--- src/rtl/keypad_matrix_encoder_if.sv ---
// Pin/user bundle for the 4x4 keypad encoder.
// The master side is the encoder itself.
interface keypad_matrix_encoder_if;
    logic [3:0] col_n;
    logic [3:0] row_n;
    logic [3:0] key_code;
    logic       key_valid;
    logic       key_pressed;

    modport master (
        output col_n,
        output key_code,
        output key_valid,
        output key_pressed,
        input  row_n
    );

    modport slave (
        input  col_n,
        input  key_code,
        input  key_valid,
        input  key_pressed,
        output row_n
    );
endinterface

--- src/rtl/keypad_matrix_encoder.sv ---
// 4x4 active-low keypad scanner with debounced single-key encoding.
// Emits a one-cycle valid strobe per accepted press.
module keypad_matrix_encoder #(
    parameter int SCAN_DIV       = 4,
    parameter int DEBOUNCE_SCANS = 3
) (
    input  logic                    clk,
    input  logic                    reset,
    keypad_matrix_encoder_if.master kp
);
    localparam int SW = $clog2(SCAN_DIV);
    localparam int CW = $clog2(DEBOUNCE_SCANS + 1);
    localparam logic [SW-1:0] S_LAST = SW'(SCAN_DIV - 1);
    localparam logic [CW-1:0] DEB_C  = CW'(DEBOUNCE_SCANS);
    localparam logic [CW-1:0] ONE_C  = CW'(1);

    localparam logic [1:0] IDLE = 2'd0;
    localparam logic [1:0] CAND = 2'd1;
    localparam logic [1:0] HELD = 2'd2;

    logic [3:0]    meta_q, row_s_q;
    logic [SW-1:0] s_q;
    logic [1:0]    c_q;
    logic [3:0]    col_n_q;

    logic          acc_seen_q, acc_multi_q;
    logic [3:0]    acc_code_q;

    logic [1:0]    state_q, state_d;
    logic [3:0]    cand_q, cand_d;
    logic [CW-1:0] cnt_q, cnt_d;
    logic [CW-1:0] rel_q, rel_d;
    logic [3:0]    code_q, code_d;
    logic          valid_q, valid_d;
    logic          pressed_q, pressed_d;

    logic          sample, scan_end;
    logic [3:0]    lows;
    logic          samp_none, samp_one;
    logic [1:0]    row_idx;
    logic          res_seen, res_multi;
    logic [3:0]    res_code;
    logic          res_none, res_single;
    logic          accept;

    assign sample   = (s_q == S_LAST);
    assign scan_end = sample && (c_q == 2'd3);

    // Row synchronizer, slot/column scan counters and column drive
    always_ff @(posedge clk) begin
        if (reset) begin
            meta_q  <= 4'hF;
            row_s_q <= 4'hF;
            s_q     <= '0;
            c_q     <= 2'd0;
            col_n_q <= 4'b1110;
        end else begin
            meta_q  <= kp.row_n;
            row_s_q <= meta_q;
            if (sample) begin
                s_q     <= '0;
                c_q     <= c_q + 2'd1;
                col_n_q <= ~(4'b0001 << (c_q + 2'd1));
            end else begin
                s_q <= s_q + SW'(1);
            end
        end
    end

    // Classify the current column sample and fold it into the scan result
    always_comb begin
        lows      = ~row_s_q;
        samp_none = (lows == 4'd0);
        samp_one  = !samp_none && ((lows & (lows - 4'd1)) == 4'd0);
        case (lows)
            4'b0010: row_idx = 2'd1;
            4'b0100: row_idx = 2'd2;
            4'b1000: row_idx = 2'd3;
            default: row_idx = 2'd0;
        endcase
        res_seen   = acc_seen_q || !samp_none;
        res_multi  = acc_multi_q
                   || (!samp_none && !samp_one)
                   || (samp_one && acc_seen_q);
        res_code   = (samp_one && !acc_seen_q) ? {row_idx, c_q}
                                               : acc_code_q;
        res_none   = !res_seen;
        res_single = res_seen && !res_multi;
    end

    // Scan accumulator, cleared after each scan end
    always_ff @(posedge clk) begin
        if (reset) begin
            acc_seen_q  <= 1'b0;
            acc_multi_q <= 1'b0;
            acc_code_q  <= 4'd0;
        end else if (scan_end) begin
            acc_seen_q  <= 1'b0;
            acc_multi_q <= 1'b0;
            acc_code_q  <= 4'd0;
        end else if (sample) begin
            acc_seen_q  <= res_seen;
            acc_multi_q <= res_multi;
            acc_code_q  <= res_code;
        end
    end

    // Debounce FSM, advanced only at scan end
    always_comb begin
        state_d   = state_q;
        cand_d    = cand_q;
        cnt_d     = cnt_q;
        rel_d     = rel_q;
        code_d    = code_q;
        valid_d   = 1'b0;
        pressed_d = pressed_q;
        accept    = 1'b0;
        if (scan_end) begin
            case (state_q)
                IDLE: begin
                    if (res_single) begin
                        cand_d = res_code;
                        cnt_d  = ONE_C;
                        if (DEB_C == ONE_C) accept  = 1'b1;
                        else                state_d = CAND;
                    end
                end
                CAND: begin
                    if (res_single && res_code == cand_q) begin
                        cnt_d = cnt_q + ONE_C;
                        if (cnt_q + ONE_C == DEB_C) accept = 1'b1;
                    end else if (res_single) begin
                        cand_d = res_code;
                        cnt_d  = ONE_C;
                    end else begin
                        state_d = IDLE;
                        cnt_d   = '0;
                    end
                end
                HELD: begin
                    if (res_none) begin
                        if (rel_q + ONE_C == DEB_C) begin
                            rel_d     = '0;
                            pressed_d = 1'b0;
                            state_d   = IDLE;
                        end else begin
                            rel_d = rel_q + ONE_C;
                        end
                    end else begin
                        rel_d = '0;
                    end
                end
                default: state_d = IDLE;
            endcase
            if (accept) begin
                code_d    = cand_d;
                valid_d   = 1'b1;
                pressed_d = 1'b1;
                rel_d     = '0;
                cnt_d     = '0;
                state_d   = HELD;
            end
        end
    end

    // FSM and output registers
    always_ff @(posedge clk) begin
        if (reset) begin
            state_q   <= IDLE;
            cand_q    <= 4'd0;
            cnt_q     <= '0;
            rel_q     <= '0;
            code_q    <= 4'd0;
            valid_q   <= 1'b0;
            pressed_q <= 1'b0;
        end else begin
            state_q   <= state_d;
            cand_q    <= cand_d;
            cnt_q     <= cnt_d;
            rel_q     <= rel_d;
            code_q    <= code_d;
            valid_q   <= valid_d;
            pressed_q <= pressed_d;
        end
    end

    assign kp.col_n       = col_n_q;
    assign kp.key_code    = code_q;
    assign kp.key_valid   = valid_q;
    assign kp.key_pressed = pressed_q;
endmodule

--- src/flat_wrapper.sv ---
// flat-port wrapper written by rule: the top's interface ports become plain ports
module keypad_matrix_encoder_flat 
#(
    parameter int SCAN_DIV       = 4,
    parameter int DEBOUNCE_SCANS = 3
)
  (clk, reset, kp_col_n, kp_key_code, kp_key_valid, kp_key_pressed, kp_row_n);
  keypad_matrix_encoder_if kp_i ();
  input  logic clk;
  input  logic reset;
  output wire logic [$bits(kp_i.col_n)-1:0] kp_col_n;
  output wire logic [$bits(kp_i.key_code)-1:0] kp_key_code;
  output wire logic [$bits(kp_i.key_valid)-1:0] kp_key_valid;
  output wire logic [$bits(kp_i.key_pressed)-1:0] kp_key_pressed;
  input wire logic [$bits(kp_i.row_n)-1:0] kp_row_n;
  assign kp_col_n = kp_i.col_n;
  assign kp_key_code = kp_i.key_code;
  assign kp_key_valid = kp_i.key_valid;
  assign kp_key_pressed = kp_i.key_pressed;
  assign kp_i.row_n = kp_row_n;
  keypad_matrix_encoder #(.SCAN_DIV(SCAN_DIV), .DEBOUNCE_SCANS(DEBOUNCE_SCANS)) u_core (.clk(clk), .reset(reset), .kp(kp_i));
endmodule
--- config.mk ---
export PLATFORM = sky130hd
export DESIGN_NAME = keypad_matrix_encoder_flat
export DESIGN_NICKNAME = d
export VERILOG_FILES = /design/src/rtl/keypad_matrix_encoder_if.sv /design/src/rtl/keypad_matrix_encoder.sv /design/src/flat_wrapper.sv
export SDC_FILE = /design/constraint.sdc
export NUM_CORES = 1
export LEC_CHECK = 0
export CORE_ASPECT_RATIO = 1.5
export CORE_UTILIZATION = 61
export CTS_CLUSTER_SIZE = 30
export DETAILED_ROUTE_END_ITERATION = 8
export PLACE_DENSITY = 0.9
export SYNTH_ARGS = -nofsm -noshare
export SYNTH_HDL_FRONTEND = slang
export SYNTH_SLANG_ARGS = --single-unit
--- constraint.sdc ---
create_clock -name clk -period 4.65 [get_ports clk]
set_clock_uncertainty 0.1 [all_clocks]
set_input_delay 0.6975 -clock clk [delete_from_list [all_inputs] [get_ports clk]]
set_output_delay 0.6975 -clock clk [all_outputs]
set_load 0.01 [all_outputs]
==> Yosys cells after proc, flatten, opt, wreduce, memory -nomap -nowiden <==
Index checks and enable logic that the tools add are counted.
{ "classes": {"add_sub_neg": 5, "eq_ne": 16, "shifts": 1, "muxes": 29, "n_bitwise": 4, "reduce_logical": 28} }
{ "ops": {"columns": ["op", "n"], "rows": [
  ["2-bit 2-to-1 mux", 12],
  ["4-bit 2-to-1 mux", 3],
  ["2-bit one-hot mux with 3 select lines", 2],
  ["2-bit equality test (second input constant)", 5],
  ["1-bit 2-to-1 mux", 10],
  ["3-bit != test (second input constant)", 3],
  ["2-bit by 1-bit adder with 2-bit output (second input constant)", 4],
  ["4-bit logical NOT", 2],
  ["4-bit inverter", 2],
  ["4-bit one-hot mux with 2 select lines", 1],
  ["1-bit logical AND", 7],
  ["3-bit by 1-bit != test with 1-bit output (second input constant)", 2],
  ["6-bit AND reduction", 1],
  ["2-bit OR reduction", 3],
  ["4-bit AND", 1],
  ["4-bit by 2-bit equality test with 1-bit output (second input constant)", 1],
  ["4-bit by 3-bit equality test with 1-bit output (second input constant)", 1],
  ["4-bit equality test", 1],
  ["4-bit equality test (second input constant)", 1],
  ["1-bit logical NOT", 4],
  ["2-bit one-hot mux with 2 select lines", 1],
  ["2-bit AND reduction", 2],
  ["4-bit AND reduction", 1],
  ["2-bit nonzero test", 2],
  ["9 further kinds", 11]
]} }
{ "totals": {"register_bits": 38, "input_bits": 6, "out_inout_bits": 10, "wordCells": 98} }

==> Depth between registers and ports, before layout <==
{ "logic_depth": {"depth_word": 17, "mapped_depth": 9, "mapped_depth_nobuf": 8} }

==> Worst setup path after synthesis <==
OpenSTA, ideal clock, no wires.
{ "synth_path": {"path_kind": "register to register", "startpoint": "register u_core.row_s_q[0]", "endpoint": "register u_core.code_q[0], in the netlist u_core.kp.key_code[0]", "t_arrival_ns": 2.051, "slack_ns": 2.371, "stages_incl_launch_ff": 10, "synth_period_minus_slack_ns": 2.279, "path_cell_list": "dfxtp_1 > buf_6 > nand3_2 > o22a_1 > a21oi_1 > mux2i_1 > xnor2_2 > nor3_4 > mux2i_1 > nor2_1"} }
{ "synth_via": {"elab_chain_cells": 16, "elab_cells_between_ends": 30, "cone_classes": "add/sub (1); eq/ne (4); mux (8); bitwise (2); reduce/logical (15)"} }
{ "synth_rtl": {"columns": ["item", "line_no", "rtl"], "rows": [
  ["from (decl)", "keypad_matrix_encoder.sv:21", "logic [3:0] meta_q, row_s_q;"],
  ["from (signal assigned)", "keypad_matrix_encoder.sv:59", "row_s_q <= meta_q;"],
  ["4-bit inverter *", "keypad_matrix_encoder.sv:72", "lows = ~row_s_q;"],
  ["4-bit by 1-bit subtractor with 4-bit output", "keypad_matrix_encoder.sv:74", "samp_one = !samp_none && ((lows & (lows - 4'd1)) == 4'd0);"],
  ["4-bit AND", "keypad_matrix_encoder.sv:74", null],
  ["4-bit logical NOT", "keypad_matrix_encoder.sv:74", null],
  ["1-bit logical AND", "keypad_matrix_encoder.sv:74", null],
  ["1-bit logical NOT", "keypad_matrix_encoder.sv:83", "|| (!samp_none && !samp_one)"],
  ["1-bit logical AND", "keypad_matrix_encoder.sv:83", null],
  ["1-bit logical OR", "keypad_matrix_encoder.sv:83", null],
  ["1-bit logical OR", "keypad_matrix_encoder.sv:84", "|| (samp_one && acc_seen_q);"],
  ["1-bit logical NOT", "keypad_matrix_encoder.sv:88", "res_single = res_seen && !res_multi;"],
  ["1-bit logical AND", "keypad_matrix_encoder.sv:88", null],
  ["1-bit logical AND", "keypad_matrix_encoder.sv:129", "if (res_single && res_code == cand_q) begin"],
  ["1-bit 2-to-1 mux", "keypad_matrix_encoder.sv:129", null],
  ["1-bit 2-to-1 mux", "keypad_matrix_encoder.sv:119", "case (state_q)"],
  ["1-bit 2-to-1 mux", "keypad_matrix_encoder.sv:118", "if (scan_end) begin"],
  ["2-bit AND reduction (no line)", null, null],
  ["to (signal assigned)", "keypad_matrix_encoder.sv:181", "code_q <= code_d;"],
  ["to (decl)", "keypad_matrix_encoder.sv:33", "logic [3:0] code_q, code_d;"]
]} }
Every way passes the cells marked *; elsewhere a longest branch is shown, timed or not. The select of a mux whose other input is x is not followed.
A chain may end at the register's enable or synchronous reset.

==> Final worst setup path <==
{ "layout_path": {"startpoint": "register u_core.row_s_q[0]", "endpoint": "register u_core.code_q[3], in the netlist u_core.kp.key_code[3]"} }
Same word-level chain as after synthesis.

==> results.txt <==
- Hold Path Class: reg2reg
- Setup violations remaining at the end of the flow were counted as 0.
* Ports: 16
* Number of global-route vias before repair: 1465
- The worst-case IR drop observed on VDD is 0.433 mV.
- Number of H-tree branching levels: 2
* Arrival @ worst endpoint: 2.92 ns
- Pin slew with the least headroom to its limit: 0.736 ns
- Buffers inserted during clock tree synthesis total 5.
- Final routed wirelength across all metal layers: 3.83 mm
* Share of cell area taken by muxes after synthesis: 0.0603
- Setup repair after global routing missed its margin: no
- The signal on the critical path passes through nand3_2 -> o22a_1 -> a21oi_1 -> mux2i_1 -> xnor2_2 -> nor3_4 -> mux2i_1 -> nor2_1.
- Counting every net in the synthesized netlist gives 222.
- The pre-antenna-repair detailed-routing pass consisted of 4 iterations.
- In this run, post-CTS repair resized a total of 0 instances.
- The Yosys step of the flow raised 0 warnings.
- Summing all multi-input logic gate instances after layout gives 1050 µm².
- Final-layout setup total negative slack: 0 ns
- Synthesis inferred 38 register bits.
* Max Fclk: 0.350 GHz
- Hold violation total from the final report: 0
* Design Area, Final: 2190 µm²
- Post-CTS Hold Buffers: 0
- The compound-gate portion of the synthesized area was 0.178.
* Overall die width: 47.7 µm
- Time the worst path needs with I/O delays and setup: 2.85 ns
- Among the stages of the critical path, the cell type that occurs most often is mux2i_1.
- Headroom to the max-slew limit came out at 0.510.
- The worst setup path is launched from a flop.
- The largest individual stage delay along the critical path comes from the cell dfxtp_1.
* Vias post-DR: 1509
* Xor and xnor fraction of the mapped netlist area: 0.0452
* Share of synthesized area occupied by flip-flops and latches: 0.399
- The first global-routing pass estimated 6.49 mm of wire.
- Relative to the synthesized area, the layout overhead comes to 14.7%.
* Detailed-route vias per instance: 5.78
- Final layout net count: 233
- STA classifies the critical path endpoint as a flop.
* Die footprint: 3360 µm²
* Maximum number of buffers from clock root to sink: 2
- Of the cells placed in the final design, the portion with a size suffix greater than 1 is 0.140.
* Pin count of the biggest net entering global routing: 28
- Registers take 761 µm².
- Share of flip-flops with an asynchronous set or reset after synthesis: 0
* Number of enable-type register cells in the synthesized netlist: 0
- Number of antenna repair diodes: 0
- CP required: 4.72 ns
- Dividing the final minimum period by the clock period gives 0.614.
* Initial antenna violation count: 0
- At the end of routability-driven placement, the weighted congestion stood at 0.858.
- Yosys mapped the design onto 44 distinct sky130hd cell types.
- In this run the clock root is driven by a clkbuf_8.
- Largest stage delay on the critical path: 0.61 ns
* Area fraction in and, or, nand and nor cells after synthesis: 0.226
- The detail route stage leaves a number of antenna-violating nets equal to 0.
* Clock sink total: 38
* Classification of the worst setup path: reg2reg
- Clk_lat worst skew: 0.29 ns
* Tightest hold margin: 0.312 ns
* Standby leakage power: 0.801 nW
- PortBufs: 15
- After detailed routing, the average wire length per cell comes to 14.7 µm.
- In this run the core area contains 24 standard-cell rows.
- Netlist Area Pre-Place: 1910 µm²
- CTS tree: done
* CTS clk-pin slew, worst paths: 0.08 ns
* Ys flop type: dfxtp_1
* Largest fanout on the critical path: 10
- Detailed placement finished with a half-perimeter wire length of 2.51 mm.
- Grt total ovfl: 0
- By area, the combinational part of the netlist is dominated by simple AND/OR/NAND/NOR gates.
- In the global route stage, overall resource usage came out at 0.267.
- Of the total synthesized cell area, the portion taken by full adders, half adders and majority gates is 0.0393.
- Synthesized instance count: 210
- DIE HEIGHT: 70.5 µm
- Residual DRC: 0
- Max Slew Vio Count: 0
- Result of the run: finished, final reports clean
- Averaged over all synthesized cells, the footprint is 9.09 µm².
* Area after DPL: 2050 µm²
* Max-Cap Viols: 0
- Post-CTS setup buffers: 0
* Total power divided by cell area: 345 nW/µm²
* Number of filler instances in the final layout: 223
- The initial utilization of the core area, before any placement, comes to 0.648.
- Core Footprint: 2940 µm²
* Detailed router's first-iteration violation count: 51
==> synth_stat cells (4+ instances only) <==
| master | number | area share |
|---|---|---|
| a211oi_1 | 5 | 0.020 |
| a21oi_1 | 15 | 0.039 |
| clkbuf_1 | 8 | 0.016 |
| dfxtp_1 | 38 | 0.40 |
| ha_1 | 6 | 0.039 |
| inv_1 | 8 | 0.016 |
| mux2_2 | 4 | 0.024 |
| mux2i_1 | 7 | 0.037 |
| nand2_1 | 14 | 0.028 |
| nand2b_1 | 6 | 0.020 |
| nand3_1 | 4 | 0.010 |
| nor2_1 | 21 | 0.041 |
| nor2b_1 | 7 | 0.023 |
| o21ai_0 | 11 | 0.029 |
| o41ai_1 | 4 | 0.018 |
| or2_2 | 8 | 0.026 |
==> flip-flops by register name, summed over array words and instances, names as in the netlist <==
| name | count |
|---|---|
| u_core.row_s_q | 4 |
| u_core.acc_seen_q | 1 |
| u_core.acc_code_q | 4 |
| u_core.c_q | 2 |
| u_core.cand_q | 4 |
| u_core.kp.key_code | 4 |
| u_core.rel_q | 2 |
| u_core.kp.key_pressed | 1 |
| u_core.acc_multi_q | 1 |
| u_core.meta_q | 4 |
| u_core.cnt_q | 2 |
| u_core.kp.key_valid | 1 |
| u_core.kp.col_n | 4 |
| u_core.state_q | 2 |
| u_core.s_q | 2 |
==> where the power goes <==
group	internal (mW)	switching, mW	leakage, nW	total [mW]
Combinational	0.0310	0.0375	0.421	0.0685
Clock	0.229	0.114	0.0714	0.343
Sequential	0.334	0.00940	0.309	0.343
==> cells in the final DEF, fill, tap and decap left out, drive strengths merged, types with 2 or more instances in the layout <==
master          n
nand3           6
ha              6
o41ai           4
dfxtp          38
nor2b           7
or2             9
clkdlybuf4s50  15
nor2           21
a21oi          16
a211oi          5
nor3            5
nand2          14
or3             2
xnor2           5
clkbuf          6
o21ai          11
inv             8
nand4           2
bufinv          2
nor4            2
and3            2
mux2            4
nor3b           2
mux2i           7
a211o           2
nand2b          6
a31oi           3
==> per-stage QoR <==
step	power [mW]	std cells	util	setup WS, ns
global route	0.776	261	0.744	1.54
floorplan	0.401	210	-	2.37
CTS	0.758	261	0.744	1.80
global placement	0.415	253	0.695	1.96
detailed placement	0.416	253	0.695	1.91
finish	0.754	261	0.744	1.80
==> worst max-delay path: cells and delay by family, from the launching register on <==
kind	cells	cell delay, ns
flip-flops	1	0.61
AND/OR/NAND/NOR	3	0.67
multiplexers	2	0.67
AO/OA/AOI/OAI	2	0.51
XOR/XNOR	1	0.19
==> path summary, 6_finish.rpt <==
path	start	endpoint	slack (ns)	depth (start not counted)
setup / recovery	u_core.row_s_q[0]$_SDFF_PP1_	u_core.kp.key_code[3]$_SDFFE_PP0P_	1.80	8
hold reg to reg	u_core.meta_q[1]$_SDFF_PP1_	u_core.row_s_q[1]$_SDFF_PP1_	0.31	1
setup reg to reg	u_core.row_s_q[0]$_SDFF_PP1_	u_core.kp.key_code[3]$_SDFFE_PP0P_	1.80	8
hold / removal	u_core.meta_q[1]$_SDFF_PP1_	u_core.row_s_q[1]$_SDFF_PP1_	0.31	1
==> cell families (layout without fill, tap and decap cells) <==
kind of cell             count (synthesis)  count (layout)
AO/OA/AOI/OAI                           49              49
multiplexers                            11              11
adder cells (fa/ha/maj)                  6               6
AND/OR/NAND/NOR                         80              80
XOR/XNOR                                 6               6
flip-flops                              38              38
buffers and inverters                   20              32
==> layer usage <==
metal | GRT usage | vias up | share of wire
li1 | - | 758 | -
met1 | 0.345 | 705 | 0.44
met2 | 0.377 | 35 | 0.49
met3 | 0.0801 | 11 | 0.038
met4 | 0.164 | 0 | 0.030
met5 | 0 | - | 0
==> layout make-up <==
class,instances,share of cell area
Clock buffer,6,0.0377
Tap cell,39,0.0223
Clock inverter,2,0.0274
Inverter,8,0.0137
Sequential cell,38,0.348
Multi-Input combinational cell,152,0.479
Timing Repair Buffer,16,0.0720
Power figures use the tool's default switching activity.
